--- config.mk ---
export PLATFORM = sky130hd
export DESIGN_NAME = peak_note_scheduler
export DESIGN_NICKNAME = d
export VERILOG_FILES = /design/src/rtl/peak_note_scheduler.sv
export SDC_FILE = /design/constraint.sdc
export NUM_CORES = 1
export LEC_CHECK = 0
export CAP_MARGIN = 20
export CORE_MARGIN = 2
export CORE_UTILIZATION = 45
export DETAILED_ROUTE_END_ITERATION = 8
export DONT_BUFFER_PORTS = 1
export GPL_TIMING_DRIVEN = 0
export PLACE_DENSITY = 0.69
export SYNTH_ARGS = -nofsm -noshare
export SYNTH_HDL_FRONTEND = slang
export SYNTH_SLANG_ARGS = --single-unit
--- constraint.sdc ---
create_clock -name clk_in -period 7 [get_ports clk_in]
set_input_delay 1.05 -clock clk_in [delete_from_list [all_inputs] [get_ports clk_in]]
set_output_delay 1.05 -clock clk_in [all_outputs]
set_load 0.02 [all_outputs]
--- src/rtl/peak_note_scheduler.sv ---
// peak_note_scheduler
// Collects the strongest FFT bins of a frame into a sorted peak table,
// resolves each peak to a note through an external note_lookup handshake,
// and publishes the frame's note bitmap with a one-cycle valid pulse.
// Optional feature macro: NOTE_TIMEOUT_EN (per-slot 64-cycle result timeout).
//
// Handshakes: a bin moves when bin_valid_in & bin_ready_out at a rising edge;
// a lookup request moves when lookup_valid_out & lookup_ready_in, and the
// request (valid and bin) stays stable until it moves; note_valid_in is a
// single-cycle result strobe that is only honoured in WAIT.
module peak_note_scheduler #(
   parameter int BIN_W     = 10,
   parameter int MAG_W     = 16,
   parameter int NUM_PEAKS = 4
) (
   input  logic             clk_in,
   input  logic             rst_n_in,
   input  logic [MAG_W-1:0] threshold_in,
   input  logic             bin_valid_in,
   input  logic [BIN_W-1:0] bin_index_in,
   input  logic [MAG_W-1:0] mag_in,
   input  logic             bin_last_in,
   output logic             bin_ready_out,
   output logic [BIN_W-1:0] lookup_bin_out,
   output logic             lookup_valid_out,
   input  logic             lookup_ready_in,
   input  logic             note_valid_in,
   input  logic [5:0]       note_index_in,
   output logic [63:0]      notes_out,
   output logic             notes_valid_out,
   output logic             busy_out,
   output logic             timeout_err_out,
   output logic [1:0]       state_dbg_out
);

   localparam int CNT_W = $clog2(NUM_PEAKS + 1);

   typedef enum logic [1:0] {ST_COLLECT, ST_DISPATCH, ST_WAIT, ST_PUBLISH} state_t;

   state_t           r_state;
   logic [BIN_W-1:0] r_tab_bin [NUM_PEAKS];
   logic [MAG_W-1:0] r_tab_mag [NUM_PEAKS];
   logic [CNT_W-1:0] r_count;
   logic [CNT_W-1:0] r_k;
   logic [63:0]      r_bitmap;
   logic             r_bin_ready;
   logic             r_lookup_valid;
   logic [BIN_W-1:0] r_lookup_bin;
   logic [63:0]      r_notes;
   logic             r_notes_valid;
   logic             r_busy;

   logic             w_accept;
   logic             w_cand;
   logic [CNT_W-1:0] w_pos;
   logic             w_ins;
   logic [BIN_W-1:0] w_nxt_bin [NUM_PEAKS];
   logic [MAG_W-1:0] w_nxt_mag [NUM_PEAKS];
   logic [CNT_W-1:0] w_nxt_count;
   logic [CNT_W-1:0] w_k_inc;
   logic [BIN_W-1:0] w_k_bin;
   logic             w_timeout;

   assign w_accept = bin_valid_in & r_bin_ready;
   assign w_cand   = w_accept & (mag_in > threshold_in);
   assign w_k_inc  = r_k + CNT_W'(1);

   // Insertion slot: first empty slot or first entry strictly smaller than the
   // candidate, so equal magnitudes stay behind the earlier-accepted bin.
   always_comb begin
      w_pos = CNT_W'(NUM_PEAKS);
      for (int i = NUM_PEAKS - 1; i >= 0; i--) begin
         if ((CNT_W'(i) >= r_count) || (mag_in > r_tab_mag[i])) w_pos = CNT_W'(i);
      end
   end

   assign w_ins       = w_cand && (w_pos < CNT_W'(NUM_PEAKS));
   assign w_nxt_count = (w_ins && (r_count != CNT_W'(NUM_PEAKS))) ? r_count + CNT_W'(1) : r_count;

   // Next table contents: entries below the slot shift down one, the tail drops off.
   always_comb begin
      for (int i = 0; i < NUM_PEAKS; i++) begin
         w_nxt_bin[i] = r_tab_bin[i];
         w_nxt_mag[i] = r_tab_mag[i];
      end
      if (w_ins) begin
         for (int i = 1; i < NUM_PEAKS; i++) begin
            if (CNT_W'(i) > w_pos) begin
               w_nxt_bin[i] = r_tab_bin[i-1];
               w_nxt_mag[i] = r_tab_mag[i-1];
            end
         end
         for (int i = 0; i < NUM_PEAKS; i++) begin
            if (CNT_W'(i) == w_pos) begin
               w_nxt_bin[i] = bin_index_in;
               w_nxt_mag[i] = mag_in;
            end
         end
      end
   end

   // Bin of the slot after the current one, for the next request.
   always_comb begin
      w_k_bin = '0;
      for (int i = 0; i < NUM_PEAKS; i++) begin
         if (CNT_W'(i) == w_k_inc) w_k_bin = r_tab_bin[i];
      end
   end

`ifdef NOTE_TIMEOUT_EN
   logic [5:0] r_to_cnt;
   logic       r_timeout_err;

   assign w_timeout       = (r_state == ST_WAIT) && !note_valid_in && (r_to_cnt == 6'd63);
   assign timeout_err_out = r_timeout_err;

   // WAIT-cycle counter; the 64th silent WAIT cycle abandons the slot.
   always_ff @(posedge clk_in) begin
      if (!rst_n_in) begin
         r_to_cnt      <= '0;
         r_timeout_err <= 1'b0;
      end else begin
         if ((r_state != ST_WAIT) || note_valid_in || w_timeout) r_to_cnt <= '0;
         else                                                    r_to_cnt <= r_to_cnt + 6'd1;
         if (w_timeout) r_timeout_err <= 1'b1;
      end
   end
`else
   assign w_timeout       = 1'b0;
   assign timeout_err_out = 1'b0;
`endif

   // Main FSM with all externally visible outputs registered.
   always_ff @(posedge clk_in) begin
      if (!rst_n_in) begin
         r_state        <= ST_COLLECT;
         for (int i = 0; i < NUM_PEAKS; i++) begin
            r_tab_bin[i] <= '0;
            r_tab_mag[i] <= '0;
         end
         r_count        <= '0;
         r_k            <= '0;
         r_bitmap       <= '0;
         r_bin_ready    <= 1'b0;
         r_lookup_valid <= 1'b0;
         r_lookup_bin   <= '0;
         r_notes        <= '0;
         r_notes_valid  <= 1'b0;
         r_busy         <= 1'b0;
      end else begin
         r_notes_valid <= 1'b0;
         case (r_state)
            ST_COLLECT: begin
               r_bin_ready <= 1'b1;
               r_busy      <= 1'b0;
               if (w_accept) begin
                  for (int i = 0; i < NUM_PEAKS; i++) begin
                     r_tab_bin[i] <= w_nxt_bin[i];
                     r_tab_mag[i] <= w_nxt_mag[i];
                  end
                  r_count <= w_nxt_count;
                  if (bin_last_in) begin
                     r_bin_ready <= 1'b0;
                     r_busy      <= 1'b1;
                     r_k         <= '0;
                     if (w_nxt_count == '0) begin
                        r_state <= ST_PUBLISH;
                     end else begin
                        r_state        <= ST_DISPATCH;
                        r_lookup_valid <= 1'b1;
                        r_lookup_bin   <= w_nxt_bin[0];
                     end
                  end
               end
            end
            ST_DISPATCH: begin
               if (lookup_ready_in) begin
                  r_lookup_valid <= 1'b0;
                  r_state        <= ST_WAIT;
               end
            end
            ST_WAIT: begin
               if (note_valid_in) r_bitmap <= r_bitmap | (64'd1 << note_index_in);
               if (note_valid_in || w_timeout) begin
                  r_k <= w_k_inc;
                  if (w_k_inc < r_count) begin
                     r_state        <= ST_DISPATCH;
                     r_lookup_valid <= 1'b1;
                     r_lookup_bin   <= w_k_bin;
                  end else begin
                     r_state <= ST_PUBLISH;
                  end
               end
            end
            default: begin
               r_notes       <= r_bitmap;
               r_notes_valid <= 1'b1;
               for (int i = 0; i < NUM_PEAKS; i++) begin
                  r_tab_bin[i] <= '0;
                  r_tab_mag[i] <= '0;
               end
               r_count     <= '0;
               r_k         <= '0;
               r_bitmap    <= '0;
               r_bin_ready <= 1'b1;
               r_busy      <= 1'b0;
               r_state     <= ST_COLLECT;
            end
         endcase
      end
   end

   assign bin_ready_out    = r_bin_ready;
   assign lookup_valid_out = r_lookup_valid;
   assign lookup_bin_out   = r_lookup_bin;
   assign notes_out        = r_notes;
   assign notes_valid_out  = r_notes_valid;
   assign busy_out         = r_busy;
   assign state_dbg_out    = r_state;

endmodule

Word-level counts from Yosys, hierarchy flattened. Memory sizes are Yosys's and may differ from the RTL's. Cells that the tools add are included.

Word-level logic and storage cells: 170. Memory bits (writable): 104. Memories: 2. Bits in registers: 150.

Memory list: r_tab_mag (depth 4, bits a word 16, rd ports 4, clocked after memory_dff 0, wr ports 4, RTL line 42) `logic [MAG_W-1:0] r_tab_mag [NUM_PEAKS];`; r_tab_bin (depth 4, bits a word 10, rd ports 4, clocked after memory_dff 0, wr ports 4, RTL line 41) `logic [BIN_W-1:0] r_tab_bin [NUM_PEAKS];`.

Add/sub/neg operators: 2. $lt $le $gt $ge: 14. Bitwise gates (word level): 22. Shift-type cells: 1. Reductions and logical operators: 21. Eq/ne operators: 15. Mux-type cells: 83.

Operators with widths (number): $mux 10 (24); $mux 16 (15); $mux 64 (2); $pmux 64 s2 (1); $gt 16x16->1 (5); $or 64x64->64 (1); $shl 1x6->64 const A (1); $mux 40 (1); $mux 3 (9); $pmux 10 s2 (1); $mux 1 (18); $or 1x1->1 (16); $eq 2x3->1 const A (4); $mux 2 (6); $ne 2x2->1 const B (6); $logic_not 3->1 (3); $pmux 3 s3 (1); $reduce_and 4->1 (2); $reduce_and 7->1 (1); $add 3x1->3 const B (2); $eq 1x3->1 const A (2); $ge 1x3->1 const A (2); $ge 2x3->1 const A (2); $gt 2x3->1 const A (2); 21 further kinds (31).

Longest topological paths before layout. Gate-level depths: netlist of run 1. An unclocked memory read counts as a cell.

Depth in word-level cells: 16. Gate-level depth with buffers: 12. Depth with buffers taken out: 10.

Worst setup path after synthesis of run 1. OpenSTA, ideal clock, no wires.

Path kind: in2reg. From: input port mag_in[1]. To: memory r_tab_bin[1][0], enable pin. Data arrival time: 3674 ps. Buffers on the path: 1. Setup slack: 2911 ps. Cell stages on the path: 8. Cell sequence: ha_1 -> nor2b_1 -> o211ai_1 -> a2111o_1 -> o211ai_2 -> o2bb2a_1 -> buf_2 -> o21bai_1.

RTL lines: from (decl) (RTL line 21) `input logic [MAG_W-1:0] mag_in,`; to (decl) (RTL line 41).

==> impl_results.md, run 1 <==
- Post-Route Utilization: 0.511
- Slew margin rel.: 0.431
- Fin nets: 1534
- Die area: roughly 0.03 mm2
- Endpoints failing hold: 0
- Status: complete, no violations
- CP max stage delay: 0.51 ns
- Power Density: between 200 and 300 mW/mm2
- CTS sink cnt: 254
- Grt ovf: 0
- Worst-Skew Late Latency: ~0.55 ns
- Total CTS buffers: 27
- Hold depth: 1
- CP Launch Type: input port
- Crit. End Element: register
- Pint: between 2 and 3 mW
- Buffers added on ports: 0
- Post-route setup TNS: 0 ns
- Flops & latches, synth: roughly 250
- Period minus WS final: 3.64 ns
- DRT Pass-1 Iters: 5
- Initial antenna violation count: 1
- Comb power frac: 0.182
- CP arrival: between 3 and 4 ns
- Syn Std Cell Area: 0.0129 mm2
- Reg power frac: 0.435
- Crit path kind: in2reg
- Most frequent cells in the layout: 202 x dfxtp_1, 163 x mux2i_1, 161 x nor2_1, 103 x a21oi_1, 102 x inv_1
- Req. time, crit path: approximately 7.2 ns
- DR vias/cell: 5.41
- Mapped Cells: approximately 1400
- Final cycle utilization of the critical path: 0.520
- Drt initial violations: roughly 530
- Post-CTS sizing: 0
- HP Start: r_tab_mag[3][14]
- Layout area overhead: 11.1%
- Unrepaired setup endpoints after global routing: no
- CTS tree: yes
- Slowest-stage cell, CP: a31oi_2
- Synth Flop Type: dfxtp_1
- Crit path buf inv count: 3
- Post-synth EDFFs: 52
- Layout cells sized above 1: 0.0705
- R2R Path Start: r_tab_mag[1][15]
- Largest fanout on the critical path: 11
- Critical path depth: 11
- Cells on worst reg2reg path: 12
- Total power: about 3.8 mW
- Via count: ~9600
- Row cnt: 61
- Worst Clk Skew: 0.0197 ns
- Die Y: approximately 170 um
- Post-synthesis cell type count: 71
- Peak VDD IR: between 200 and 250 uV
- Clk buf depth: 3
- Most common cell after layout, fill and taps aside: dfxtp_1
- Sw Share: 0.293
- Syn avg cell area: about 9.5 um2
- Cell family with most CP delay: compound AO/OA/AOI/OAI gates
- Synthesized Nets: about 1500
- Pin count of the biggest net entering global routing: 15
- Max Clock Freq: 275 MHz
- Post-synth ARST share: 0
- Final setup viols: 0
- Leakage: roughly 5.5 nW
- Dpl hpwl: between 20 and 25 mm
- Routed WL per cell: ~18 um
- Cts hold-fix bufs: 0
- Placer congestion estimate: 0.893
- Die X: 173 um
- CTS root buffer: clkbuf_16
- Switching power: around 1.1 mW
- Antenna Nets Post-Route: 0
- Pins Over Slew Limit: 0
- Yosys warns: 0
- Clock Pin Slew Worst Setup and Hold Paths: 0.06 ns
- Crit. Startpoint: threshold_in[12]
- Critical-path cell list: inv_1, ha_1, nand3_1, nor4_1, o21ai_1, a31oi_2, inv_1, a31oi_4, o211ai_1, o211ai_1, buf_4
- Remaining DRCs: 0
- DRT Wirelength: about 31 mm
- Slew @ Worst Pin: ~0.85 ns
- Tot GR Track Use: 0.205
- Seq/Total Area, Yosys: 0.436
- HP Class: reg2reg
- Initial core utilization: 0.460
- First-pass GRT wire length: slightly above 50 mm
- Core area: approximately 0.028 mm2
- MaxCap Viol Count: 0
- Clock power share: 0.383
- IO Pins: between 100 and 150
- FF-to-FF setup slack: 3.58 ns
- Vias in the first global route: ~9700
- Post-CTS Setup Bufs: 0
- H-tree levels: 1
==> metal layers <==
metal	global-route usage	wire length, um	up-vias
met5	0	0	-
met4	0.0809	1130	0
met3	0.0633	2550	75
met2	0.346	14600	266
met1	0.245	13100	4517
li1	-	-	4786
==> final cells by class <==
| class | instances | area, um2 |
|---|---|---|
| antenna | 1 | 2.50 |
| sequential | 254 | 5610 |
| inverter | 103 | 387 |
| clock inverter | 9 | 53.8 |
| tap | 378 | 473 |
| clock buffer | 39 | 856 |
| buffer | 69 | 337 |
| fill | 2574 | 13600 |
| multi-input combinational | 927 | 6530 |
| timing repair buffer | 4 | 41.3 |
==> power by group through the flow <==
stage | logic (mW) | registers [mW] | clock network [mW]
floorplan | 0.514 | 1.65 | 0
global placement | 0.650 | 1.67 | 0
detailed placement | 0.675 | 1.67 | 0
CTS | 0.681 | 1.64 | 1.47
global route | 0.767 | 1.64 | 1.52
finish | 0.684 | 1.63 | 1.44
==> per-stage QoR <==
stage               instances  instance area [um2]  hold WS, ns  setup WS [ns]
finish                   1784                14300        0.460           3.36
global route             1784                14300        0.476           3.22
CTS                      1783                14300        0.466           3.40
detailed placement       1735                13400        0.448           2.84
global placement         1731                13300        0.446           2.12
floorplan                1353                12900        0.432           2.91
==> cells in the mapped netlist, types with 21 or more instances <==
| cell type | n | area (um2) |
|---|---|---|
| dfxtp_1 | 202 | 4040 |
| ha_1 | 94 | 1180 |
| clkbuf_1 | 46 | 173 |
| inv_1 | 102 | 383 |
| mux2i_1 | 163 | 1630 |
| nor2b_1 | 76 | 475 |
| edfxtp_1 | 52 | 1560 |
| a21oi_1 | 103 | 515 |
| o2bb2ai_1 | 28 | 245 |
| nand2_1 | 80 | 300 |
| o21ai_0 | 21 | 105 |
| nand3_1 | 31 | 155 |
| nor2_1 | 161 | 604 |
==> cells by family (layout without fill, tap and decap cells) <==
family                     Yosys count  after routing  share of synthesized area
buffers and inverters              172            224                     0.0563
adders and majority gates           94             94                     0.0915
and+or+nand+nor                    415            415                      0.156
muxes                              174            174                      0.137
AOI/OAI and AO/OA                  243            243                      0.123
DFF                                254            254                      0.436
other                                1              2                   0.000292
==> worst paths after layout <==
check	end
max reg2reg	r_tab_mag[2][6]
min reg2reg	r_tab_mag[3][14]
max	r_tab_mag[2][6]
min	r_tab_mag[3][14]
==> flip-flops by register name, summed over array words and instances, names as in the netlist <==
register	flops
lookup_bin_out	10
r_tab_bin	40
notes_out	64
r_k	3
bin_ready_out	1
lookup_valid_out	1
r_count	3
r_tab_mag	64
r_bitmap	64
busy_out	1
notes_valid_out	1
state_dbg_out	2
(Power assumes the default switching activity.)
==> inputs of run 2 (changes only) <==
PLACE_DENSITY = 0.71   (was 0.69)
clock period = 3.2 ns   (was 7 ns; I/O delays follow)
==> run 2 against run 1 <==
Die area stayed put. Register-to-register slack worse by 3.5 ns. Hold slack worse by 0.37 ns. Critical path depth unchanged. Sequential share of layout area is 0.089 points lower. Clock power is 100% higher. Total power up 110%. Sequential power up 120%. Final area is 0.23% higher. Critical path type is now reg2reg.
==> impl_results.md, run 2 (synthesis results as in run 1) <==
- Fin nets: 1536 (+0.13%)
- DRT Wirelength: 31.3 mm (-0.27%)
- Layout area overhead: 11.4%
- Buffers added on ports: 0 (unchanged)
- DP Worst Slack: -0.303 ns (-3.14 ns)
- Fin cells: 1784 (unchanged)
- Row cnt: 61 (unchanged)
- DR vias/cell: 5.39 (-0.38%)
- Vias in the first global route: 9755 (+0.95%)
- Final cycle utilization of the critical path: 0.962
- CP arrival: 3.32 ns (-0.56 ns)
- IO Pins: 135 (unchanged)
- HP Class: in2reg
- Worst setup margin: 0.123 ns (-3.24 ns)
- R2r endpoint: r_tab_mag[2][5]
- MaxCap Viol Count: 0 (unchanged)
- Layout cells sized above 1: 0.0762 (+0.00569)
- Final hold slack: 0.0912 ns (-0.369 ns)
- Post-Route Utilization: 0.513 (+0.00116)
- Clk buf depth: 3 (unchanged)
- Total power: 7.96 mW (+110%)
- Peak VDD IR: 561 uV (+170%)
- Crit path kind: reg2reg
- Final instance area: 0.0143 mm2 (+0.23%)
- Placer congestion estimate: 0.865 (-3.2%)
- Clock Pin Slew Worst Setup and Hold Paths: 0.06 ns (about the same)
- Status: complete, no violations
- Via count: 9607 (-0.38%)
- R2R Path Start: r_tab_mag[1][11]
- First-pass GRT wire length: 50.9 mm (+0.75%)
- Pin count of the biggest net entering global routing: 17 (+2)
- Largest fanout on the critical path: 11 (unchanged)
- Routed WL per cell: 17.5 um (-0.27%)
- DRT Pass-1 Iters: 5 (unchanged)
- Crit. End Element: register
- FF-to-FF setup slack: 0.12 ns (-3.46 ns)
- H-tree levels: 1 (unchanged)
- Tot GR Track Use: 0.207 (+0.00195)
- Worst-Skew Late Latency: 0.54 ns (about the same)
- Req. time, crit path: 3.44 ns (-3.80 ns)
- Antenna Nets Post-Route: 0 (unchanged)
- Total CTS buffers: 27 (unchanged)
- Endpoint, Worst Hold: r_tab_mag[0][9]
- Dpl hpwl: 23.9 mm (-0.49%)
- Crit. Startpoint: r_tab_mag[1][11]
- Cells on worst reg2reg path: 11 (-1)
- Inst Count DP: 1735 (unchanged)
- CP Launch Type: register
- Initial core utilization: 0.460 (unchanged)
- Hold depth: 2 (+1)
- CTS root buffer: clkbuf_16
- Leakage: 5.48 nW (-0.42%)
- Worst Clk Skew: 0.0175 ns (-0.00219 ns)
- CTS sink cnt: 254 (unchanged)
- Most frequent cells in the layout: 202 x dfxtp_1, 163 x mux2i_1, 161 x nor2_1, 103 x a21oi_1, 102 x inv_1
- HP Start: mag_in[9]
- Slew margin rel.: 0.430 (-0.00107)
- Post-DP Area: 0.0135 mm2 (+0.82%)
- Drt initial violations: 588 (+12%)
- Initial antenna violation count: 1 (unchanged)
- Power Density: 556 mW/mm2 (+110%)
- Remaining DRCs: 0 (unchanged)
- CTS tree: yes
- Post-route setup TNS: 0 ns (unchanged)
- Grt ovf: 0 (unchanged)
- Die area: 0.0299 mm2 (unchanged)
- Cts hold-fix bufs: 0 (unchanged)
- Final setup viols: 0 (unchanged)
- Most common cell after layout, fill and taps aside: dfxtp_1
- Slew @ Worst Pin: 0.847 ns (+0.00160 ns)
- Die X: 173 um (unchanged)
- Max Clock Freq: 325 MHz
- Die Y: 173 um (unchanged)
- Unrepaired setup endpoints after global routing: no
- Core area: 0.0279 mm2 (unchanged)
- Endpoints failing hold: 0 (unchanged)
- Pins Over Slew Limit: 0 (unchanged)
- Period minus WS final: ~3.1 ns
## run 2: repair_timing
action,CTS,global route
pin swaps,0,2
endpoints found under the setup margin,21,28
setup buffers,1,1
resized for setup,0,2
## run 2: how the worst max path moves through the flow
stage	endpoint	slack (ns)
2_1_floorplan	r_tab_bin[2][0]	-0.07
3_3_place_gp	r_tab_mag[2][9]	-0.72
3_5_place_dp	r_tab_mag[2][9]	-0.30
4_1_cts	r_tab_mag[2][5]	0.002
5_1_grt	r_count[1]	0.001
6_report	r_tab_mag[2][5]	0.12
## run 2: critical path, stage by stage, from the launching register on
cell and delay [ns]:
edfxtp_1 0.34, inv_1 0.05, ha_1 0.32, nand4_1 0.16, a211oi_1 0.50, nor4_4 0.11
o2bb2a_4 0.24, buf_6 0.13, a31oi_4 0.25, o211ai_1 0.13, o211ai_1 0.27, buf_4 0.28
## run 2: report_power, final
group / switching, mW / internal [mW]
Clock: 1.25 / 1.63
Sequential: 0.155 / 3.42
Combinational: 0.955 / 0.544
Total: 2.36 / 5.60
## run 2: final cells by class
| type | count | area [um2] |
|---|---|---|
| clock inverter | 10 | 57.6 |
| multi-input combinational | 927 | 6650 |
| timing repair buffer | 6 | 53.8 |
| antenna | 1 | 2.50 |
| fill | 2574 | 13600 |
| tap | 378 | 473 |
| clock buffer | 36 | 749 |
| buffer | 69 | 343 |
| sequential | 254 | 5610 |
| inverter | 103 | 387 |
## run 2: layer usage
metal / global-route usage / share of wire / vias up
li1: - / - / 4793
met3: 0.0607 / 0.082 / 76
met5: 0 / 0 / -
met1: 0.248 / 0.42 / 4483
met4: 0.0858 / 0.038 / 0
met2: 0.348 / 0.46 / 255
==> inputs of run 3 (changes only) <==
GPL_TIMING_DRIVEN = default   (was 0)
TNS_END_PERCENT = 10   (was default)
==> run 3 against run 2 <==
Sequential cell count did not move. Combinational power rose by 9%. Die area is the same. Global-route usage increased by 1.2 points. Critical path type unchanged. Critical endpoint is now r_tab_mag[2][1]. Largest cell class unchanged. Largest power group unchanged. Highest routed layer unchanged.
==> impl_results.md, run 3 (synthesis results as in run 1) <==
- Final cycle utilization of the critical path: 0.948 (-0.0137)
- Fin cells: 1769 (-0.84%)
- Routed WL per cell: 18.9 um (+7.9%)
- Crit path kind: reg2reg
- MaxCap Viol Count: 0 (unchanged)
- Worst-Skew Late Latency: 0.55 ns (about the same)
- DRT Wirelength: 33.5 mm (+7.0%)
- Clock Pin Slew Worst Setup and Hold Paths: 0.06 ns (about the same)
- Total CTS buffers: 27 (unchanged)
- Unrepaired setup endpoints after global routing: no
- CP max stage delay: 0.44 ns (-0.06 ns)
- Worst Clk Skew: 0.00857 ns (-0.00891 ns)
- Post-route setup TNS: 0 ns (unchanged)
- Most frequent cells in the layout: 202 x dfxtp_1, 163 x mux2i_1, 161 x nor2_1, 103 x a21oi_1, 102 x inv_1
- Placer congestion estimate: 0.886 (+2.4%)
- Vias in the first global route: 9751 (-0.041%)
- Post-DP Area: 0.0135 mm2 (-0.15%)
- Layout area overhead: 12.9%
- Max Clock Freq: 330 MHz (+1.5%)
- Dpl hpwl: 23.2 mm (-2.9%)
- Crit. End Element: register
- Antenna Nets Post-Route: 0 (unchanged)
- DR vias/cell: 5.56 (+3.2%)
- Pin count of the biggest net entering global routing: 109 (+92)
- Remaining DRCs: 0 (unchanged)
- Worst setup margin: 0.167 ns (+0.0440 ns)
- Req. time, crit path: 3.45 ns (about the same)
- DRT Pass-1 Iters: 5 (unchanged)
- Inst Count DP: 1715 (-1.2%)
- Drt initial violations: 589 (+0.17%)
- Row cnt: 61 (unchanged)
- Via count: 9827 (+2.3%)
- Tot GR Track Use: 0.219 (+0.0122)
- Power Density: 589 mW/mm2 (+6.0%)
- Layout cells sized above 1: 0.101 (+0.0246)
- Cts hold-fix bufs: 0 (unchanged)
- Period minus WS final: 3.03 ns (-0.0440 ns)
- Final instance area: 0.0145 mm2 (+1.4%)
- Cell family with most CP delay: compound AO/OA/AOI/OAI gates
- First-pass GRT wire length: 53.4 mm (+4.9%)
- Total power: 8.55 mW (+7.4%)
- HP Class: in2reg
- Peak VDD IR: 547 uV (-2.5%)
- CP Launch Type: register
- Largest fanout on the critical path: 7 (-4)
- Slew @ Worst Pin: 1.13 ns (+0.285 ns)
- CTS root buffer: clkbuf_16
- Die X: 173 um (unchanged)
- Grt ovf: 0 (unchanged)
- Crit path buf inv count: 3 (unchanged)
- Endpoints failing hold: 0 (unchanged)
- CTS tree: yes
- Fin nets: 1517 (-1.2%)
- CTS sink cnt: 254 (unchanged)
- Pins Over Slew Limit: 0 (unchanged)
- IO Pins: 135 (unchanged)
- Initial core utilization: 0.460 (unchanged)
- Final setup viols: 0 (unchanged)
- Die area: 0.0299 mm2 (unchanged)
- Slowest-stage cell, CP: a211oi_1
- DP Worst Slack: -0.275 ns (+0.0280 ns)
- Most common cell after layout, fill and taps aside: dfxtp_1
- H-tree levels: 1 (unchanged)
- CP arrival: 3.29 ns (-0.03 ns)
- Slew margin rel.: 0.245 (-0.185)
- Clk buf depth: 3 (unchanged)
- Status: complete, no violations
- Die Y: 173 um (unchanged)
- Core area: 0.0279 mm2 (unchanged)
- Leakage: 5.68 nW (+3.6%)
- Buffers added on ports: 0 (unchanged)
- Critical-path cell list: inv_1, ha_1, nand4_1, a211oi_1, nor4_2, o2bb2a_2, buf_4, a31oi_4, o211ai_1, o211ai_1, buf_4
- Initial antenna violation count: 0 (-1)
[run 3: cell types whose count changed in the layout (fill, tap and decap cells not counted), sizes merged]
cell / previous run / this run
clkbuf: 82 / 38
buf: 29 / 56
clkinvlp: 0 / 1
bufinv: 0 / 3
clkinv: 8 / 6
[run 3: final cells by class]
| type | instances | area [um2] |
|---|---|---|
| clock inverter | 12 | 154 |
| timing repair buffer | 56 | 478 |
| tap | 378 | 473 |
| sequential | 254 | 5610 |
| fill | 2535 | 13400 |
| inverter | 103 | 387 |
| clock buffer | 38 | 818 |
| antenna | 1 | 2.50 |
| multi-input combinational | 927 | 6600 |
[run 3: final timing paths]
path	slack (ns)	to	startpoint	cells past startpoint
setup / recovery	0.17	r_tab_mag[2][1]	r_tab_mag[1][11]	11
hold / removal	0.08	r_tab_mag[0][13]	mag_in[13]	2
setup reg to reg	0.17	r_tab_mag[2][1]	r_tab_mag[1][11]	11
hold reg to reg	0.46	r_tab_bin[3][8]	r_tab_bin[3][8]	1
[run 3: worst reg2reg max path: cells and delay by family (launching register included)]
kind	cells	cell delay [ns]
compound gates	5	1.24
fa+ha+maj	1	0.31
buf+inv	3	0.48
flops	1	0.37
simple gates	2	0.34
[run 3: power breakdown]
group | total (mW) | leakage, nW | internal, mW | switching [mW]
Sequential | 3.55 | 2.17 | 3.42 | 0.134
Combinational | 1.63 | 3.03 | 0.608 | 1.02
Clock | 3.36 | 0.485 | 2.03 | 1.33
[run 3: repair_timing]
action / CTS / global route
gates resized for setup: 3 / 7
pin swaps: 1 / 5
setup endpoints to repair: 36 / 47
buffers inserted: 0 / 3
[run 3: layer usage]
metal  vias to the layer above  track usage  part of all wire
li1                       4766            -                 -
met1                      4702        0.274              0.43
met2                       296        0.359              0.45
met3                        63       0.0715             0.089
met4                         0       0.0713             0.031
met5                         -            0                 0
[run 3: stage by stage]
| stage | hold WS (ns) | utilization |
|---|---|---|
| after floorplan | 0.432 | - |
| after global placement | 0.445 | 0.482 |
| after detailed placement | 0.446 | 0.482 |
| after CTS | 0.0635 | 0.517 |
| after global routing | 0.0726 | 0.520 |
| final | 0.0787 | 0.520 |
